`src/rtl/shift_add_multiplier_if.sv`:
```
// Handshake bundle for the shift-and-add multiplier.
//   in_valid/in_ready/a/b          : operand request channel (master -> slave)
//   out_valid/out_ready/product    : result channel (slave -> master)
//   busy                           : slave is iterating over multiplier bits
// master modport belongs to the requester/consumer, slave to the multiplier.
interface shift_add_multiplier_if #(
  parameter int N = 32
);
  logic         in_valid;
  logic         in_ready;
  logic [N-1:0] a;
  logic [N-1:0] b;
  logic         out_valid;
  logic         out_ready;
  logic [N-1:0] product;
  logic         busy;

  modport master (
    output in_valid, a, b, out_ready,
    input  in_ready, out_valid, product, busy
  );

  modport slave (
    input  in_valid, a, b, out_ready,
    output in_ready, out_valid, product, busy
  );
endinterface

```
`src/rtl/shift_add_multiplier.sv`:
```
// Multi-cycle unsigned shift-and-add multiplier returning the low N bits of
// a*b (identical to RV32 MUL for signed or unsigned operands).
// Ports:
//   clk  : rising-edge clock
//   rst  : synchronous active-high reset, highest priority
//   bus  : shift_add_multiplier_if.slave (operand/result handshakes, busy)
// One multiplier bit is examined per cycle; the combinational left shifter
// supplies a_reg << count, which is added into the accumulator when the
// current multiplier bit is set.
//
// state  | meaning
// S_IDLE | waiting for operands, in_ready=1, product holds last result
// S_BUSY | 32 accumulate cycles, one per multiplier bit
// S_DONE | product valid, held until out_ready

module left_shifter #(
  parameter int N = 32
) (
  input  logic [N-1:0]         in,
  input  logic [$clog2(N)-1:0] shamt,
  output logic [N-1:0]         shifted
);
  assign shifted = in << shamt;
endmodule

module shift_add_multiplier #(
  parameter int N = 32
) (
  input  logic                  clk,
  input  logic                  rst,
  shift_add_multiplier_if.slave bus
);
  typedef enum logic [1:0] {
    S_IDLE = 2'd0,
    S_BUSY = 2'd1,
    S_DONE = 2'd2
  } state_t;

  state_t       state_q, state_d;
  logic [4:0]   count_q, count_d;
  logic [N-1:0] acc_q, acc_d;
  logic [N-1:0] a_reg_q, a_reg_d;
  logic [N-1:0] b_reg_q, b_reg_d;
  logic         in_ready_q, in_ready_d;
  logic         out_valid_q, out_valid_d;
  logic         busy_q, busy_d;
  logic [N-1:0] shifted;

  left_shifter #(.N(N)) u_shifter (
    .in      (a_reg_q),
    .shamt   (count_q),
    .shifted (shifted)
  );

  always_comb begin
    state_d = state_q;
    count_d = count_q;
    acc_d   = acc_q;
    a_reg_d = a_reg_q;
    b_reg_d = b_reg_q;

    case (state_q)
      S_IDLE: begin
        if (bus.in_valid) begin
          a_reg_d = bus.a;
          b_reg_d = bus.b;
          acc_d   = '0;
          count_d = '0;
          state_d = S_BUSY;
        end
      end
      S_BUSY: begin
        // Carry out of bit N-1 is dropped: only the low N product bits matter.
        if (b_reg_q[count_q]) begin
          acc_d = acc_q + shifted;
        end
        if (count_q == 5'd31) begin
          count_d = '0;
          state_d = S_DONE;
        end else begin
          count_d = count_q + 5'd1;
        end
      end
      S_DONE: begin
        if (bus.out_ready) begin
          state_d = S_IDLE;
        end
      end
      default: begin
        state_d = S_IDLE;
      end
    endcase

    // Outputs are registered, so they are decoded from the next state.
    in_ready_d  = (state_d == S_IDLE);
    out_valid_d = (state_d == S_DONE);
    busy_d      = (state_d == S_BUSY);
  end

  always_ff @(posedge clk) begin
    if (rst) begin
      state_q     <= S_IDLE;
      count_q     <= '0;
      acc_q       <= '0;
      a_reg_q     <= '0;
      b_reg_q     <= '0;
      in_ready_q  <= 1'b1;
      out_valid_q <= 1'b0;
      busy_q      <= 1'b0;
    end else begin
      state_q     <= state_d;
      count_q     <= count_d;
      acc_q       <= acc_d;
      a_reg_q     <= a_reg_d;
      b_reg_q     <= b_reg_d;
      in_ready_q  <= in_ready_d;
      out_valid_q <= out_valid_d;
      busy_q      <= busy_d;
    end
  end

  assign bus.in_ready  = in_ready_q;
  assign bus.out_valid = out_valid_q;
  assign bus.busy      = busy_q;
  assign bus.product   = acc_q;
endmodule
```
`src/flat_wrapper.sv`:
```
// flat-port wrapper written by rule: the top's interface ports become plain ports
module shift_add_multiplier_flat 
#(
  parameter int N = 32
)
  (clk, rst, bus_in_valid, bus_a, bus_b, bus_out_ready, bus_in_ready, bus_out_valid, bus_product, bus_busy);
  shift_add_multiplier_if #(.N(N)) bus_i ();
  input  logic clk;
  input  logic rst;
  input wire logic [$bits(bus_i.in_valid)-1:0] bus_in_valid;
  input wire logic [$bits(bus_i.a)-1:0] bus_a;
  input wire logic [$bits(bus_i.b)-1:0] bus_b;
  input wire logic [$bits(bus_i.out_ready)-1:0] bus_out_ready;
  output wire logic [$bits(bus_i.in_ready)-1:0] bus_in_ready;
  output wire logic [$bits(bus_i.out_valid)-1:0] bus_out_valid;
  output wire logic [$bits(bus_i.product)-1:0] bus_product;
  output wire logic [$bits(bus_i.busy)-1:0] bus_busy;
  assign bus_i.in_valid = bus_in_valid;
  assign bus_i.a = bus_a;
  assign bus_i.b = bus_b;
  assign bus_i.out_ready = bus_out_ready;
  assign bus_in_ready = bus_i.in_ready;
  assign bus_out_valid = bus_i.out_valid;
  assign bus_product = bus_i.product;
  assign bus_busy = bus_i.busy;
  shift_add_multiplier #(.N(N)) u_core (.clk(clk), .rst(rst), .bus(bus_i));
endmodule
```
`config.mk`:
```
export PLATFORM = sky130hd
export DESIGN_NAME = shift_add_multiplier_flat
export DESIGN_NICKNAME = d
export VERILOG_FILES = /design/src/rtl/shift_add_multiplier_if.sv /design/src/rtl/shift_add_multiplier.sv /design/src/flat_wrapper.sv
export SDC_FILE = /design/constraint.sdc
export NUM_CORES = 1
export LEC_CHECK = 0
export CAP_MARGIN = 5
export CORE_MARGIN = 2
export CORE_UTILIZATION = 35
export DETAILED_ROUTE_END_ITERATION = 6
export SKIP_LAST_GASP = 1
export SLEW_MARGIN = 20
export SYNTH_ARGS = -nofsm -noshare
export SYNTH_HDL_FRONTEND = slang
export SYNTH_SLANG_ARGS = --single-unit
```
`constraint.sdc`:
```
create_clock -name clk -period 5.82 [get_ports clk]
set_clock_uncertainty 0.2 [all_clocks]
set_input_delay 0.873 -clock clk [delete_from_list [all_inputs] [get_ports clk]]
set_output_delay 0.873 -clock clk [all_outputs]
set_load 0.01 [all_outputs]
```
==> results.py <==
metrics = {
    "cells_and_area": {
        "layout_commonest_cell": "nand2_1",
        "num_antenna_cells": 0,
        "final_core_util_pct": 42.6,
        "nets": 1081,
        "layout.cells.non_filler": 1253,
        "area_growth_pct": 20.1,
        "drive_above_1_share_pct": 6.51,
        "layout_common_cells": "nand2_1 (195), a21oi_1 (119), dfxtp_1 (105)",
    },
    "yosys": {
        "synth_area_leaders": "dfxtp_1 (30%), nand2_1 (10%), a21oi_1 (8.3%)",
        "synth_top_area_share_pct": 29.6,
        "synthFlopType": "dfxtp_1",
        "syn_area_per_cell_um2": 7.77,
        "synthArstFlopShare_pct": 0,
        "yosysWarnings": 0,
        "syn-num-nets": 1023,
        "synth-edff-count": 0,
        "synth_area_mm2": 0.00716,
        "synth_seq_cells": 106,
        "ys_seq_area_share_pct": 29.6,
        "syn_inst": 921,
        "yosysTopAreaCell": "dfxtp_1",
        "ys_types": 66,
    },
    "floorplanning": {
        "start_util_pct": 35.5,
        "num_rows": 52,
        "die_w_um": 147,
        "core-area_mm2": 0.0202,
        "die_area_mm2": 0.0216,
        "die_y_um": 147,
        "io_pins": 103,
    },
    "timing": {
        "maxSlewViolCount": 0,
        "setup_violations": 0,
        "fin_crit_ns": 4.74,
        "setup_tns_ns": 0,
        "fin_crit_sh_pct": 81.5,
        "max_clock_freq_mhz": 211,
        "rsz0062_at_grt": "no",
        "final-hold-violation-count": 0,
        "tightest_slew_ns": 1.06,
        "slew_headroom_pct": 29.2,
    },
    "drt": {
        "route.antenna.remaining_nets": 0,
        "drt_iter0_drc": 364,
        "first_pass_iters": 5,
        "routedWlPerCell_um": 15.7,
        "drc_errors": 0,
        "detail_route.wirelength_um": 19700,
        "num_vias": 6663,
        "viasPerCell": 5.32,
    },
    "power": {
        "p_sw_uw": 544,
        "p_total_mw": 1.78,
        "p_seq_share_pct": 44.2,
        "p_leak_nw": 3.25,
        "combPwrFrac_pct": 22.2,
        "internal-power_mw": 1.23,
        "p_per_area_mw_per_mm2": 207,
        "p_clk_share_pct": 33.6,
        "switching_share_pct": 30.6,
        "ir_drop_mv": 0.136,
    },
    "critical_path": {
        "cp_common_cell": "o21ai_1",
        "cp_slowest_cell": "dfxtp_2",
        "end_kind": "register",
        "cp.required_ns": 5.87,
        "path_cells": "mux2_2 -> nor2_1 -> a21oi_1 -> mux2i_1 -> nand2_1 -> o21ai_1 -> nor2_1 -> ha_1 -> a2111oi_0 -> o21ai_1 -> o21ai_1 -> nand4b_1 -> a21oi_1 -> o21ai_0 -> mux2i_1 -> a311o_1",
        "critical_path_class": "reg2reg",
        "cp_max_fo": 27,
        "worstPathArrival_ns": 4.79,
        "cp_slowest_stage_delay_ns": 0.82,
        "worstSetupStartpointType": "register",
    },
    "placed_design": {
        "dp_hpwl_um": 14600,
        "gp_congestion": 0.941,
        "placed_cells": 1238,
        "io_buffers": 102,
    },
    "clock_tree": {
        "clockBufferDepth": 2,
        "ctsResizeCount": 0,
        "cts_hold_buf": 0,
        "cts_root_buf": "clkbuf_16",
        "cts.clk_slew.worst_paths_ns": 0.08,
        "htreeDepth": 3,
        "cts_tree": "done",
        "clock_sinks": 106,
        "worstSkewPairLatency_ns": 0.36,
        "cts_setup_buffers": 0,
        "cts-buffers-inserted": 9,
    },
    "grt": {
        "overflow": 0,
        "antenna_found_initial": 0,
        "grt_pass1_wl_um": 32100,
        "grt_max_degree": 69,
        "grt_use_total_pct": 18.3,
        "grt_pass1_vias": 6222,
    },
    "job": {
        "drv_cap": 0,
    },
    "worst_hold_path": {
        "hp-class": "reg2reg",
    },
    "status": {
        "status": "completed",
    },
}
cells in the mapped netlist, drive strengths merged, types with 4 or more instances:
| cell type | n |
|---|---|
| o21ai | 37 |
| mux2i | 44 |
| nand2 | 196 |
| inv | 16 |
| a21oi | 119 |
| nor2b | 7 |
| a22o | 7 |
| o22ai | 5 |
| nand3 | 24 |
| nor2 | 71 |
| nand4 | 4 |
| nand2b | 7 |
| a211oi | 11 |
| a21o | 12 |
| o21a | 8 |
| or3 | 5 |
| o211ai | 7 |
| and3 | 5 |
| dfxtp | 106 |
| xor2 | 9 |
| xnor2 | 14 |
| nor4 | 4 |
| buf | 26 |
| mux4 | 21 |
| a31oi | 8 |
| nand3b | 5 |
| clkbuf | 39 |
| mux2 | 12 |
| nor3 | 15 |
| and2 | 7 |
| ha | 33 |
| a22oi | 6 |
final cells by class:
cell class,count,area (um^2)
Clock inverter,5,37.5
Timing Repair Buffer,112,1090
Multi-Input combinational cell,734,4710
Clock buffer,10,239
Sequential cell,106,2120
Tap cell,270,338
Inverter,16,60.1
Fill cell,2081,11600
flip-flops by register name, indices dropped and copies added, names as in the netlist:
register              count
u_core.state_q            2
u_core.bus.in_ready       1
u_core.bus.product       32
u_core.bus.busy           1
u_core.count_q            5
u_core.b_reg_q           32
u_core.bus.out_valid      1
u_core.a_reg_q           32
kinds of logic after synthesis:
family          synth area share, %
compound gates                 20.4
xor+xnor                       2.81
fa+ha+maj                      6.05
buf+inv                        4.70
flops                          29.6
mux                            14.8
simple gates                   21.6
power by group through the flow:
stage | logic [mW] | registers [mW] | clock network [mW]
2_1_floorplan | 0.269 | 0.793 | 0
3_3_place_gp | 0.392 | 0.801 | 0
3_5_place_dp | 0.392 | 0.803 | 0
4_1_cts | 0.393 | 0.785 | 0.619
5_1_grt | 0.434 | 0.790 | 0.643
6_report | 0.394 | 0.785 | 0.597
layer usage:
metal  share of wire (%)  GRT usage, %  up-vias
li1                    -             -     3385
met1                  49          25.6     3081
met2                  45          29.5      181
met3                 4.6          2.89       16
met4                 1.2          4.62        0
met5                   0             0        -
critical path, delay by kind of cell, from the launching register on:
kind	cells	cell delay, ns
compound gates	8	1.72
fa+ha+maj	1	0.43
flops	1	0.82
mux	3	0.97
simple gates	4	0.48
through the flow:
step                      setup WS, ns  instance area [um^2]  hold slack [ns]
after floorplan                   1.61                  7160            0.233
after global placement            1.28                  8320            0.239
after detailed placement          1.16                  8320            0.244
after CTS                         1.14                  8600            0.255
after global routing             0.800                  8600            0.278
final                             1.08                  8600            0.255
final timing paths:
path                                         endpoint                             from  slack, ns  cells past startpoint
setup reg to reg  u_core.bus.product[31]$_SDFFE_PP0P_   u_core.count_q[1]$_SDFFE_PP0P_       1.08                     16
hold / removal        u_core.b_reg_q[30]$_SDFFE_PP0P_  u_core.b_reg_q[30]$_SDFFE_PP0P_       0.26                      2
hold reg to reg       u_core.b_reg_q[30]$_SDFFE_PP0P_  u_core.b_reg_q[30]$_SDFFE_PP0P_       0.26                      2
setup / recovery  u_core.bus.product[31]$_SDFFE_PP0P_   u_core.count_q[1]$_SDFFE_PP0P_       1.08                     16
No activity file was read; power rests on OpenSTA's default activity.
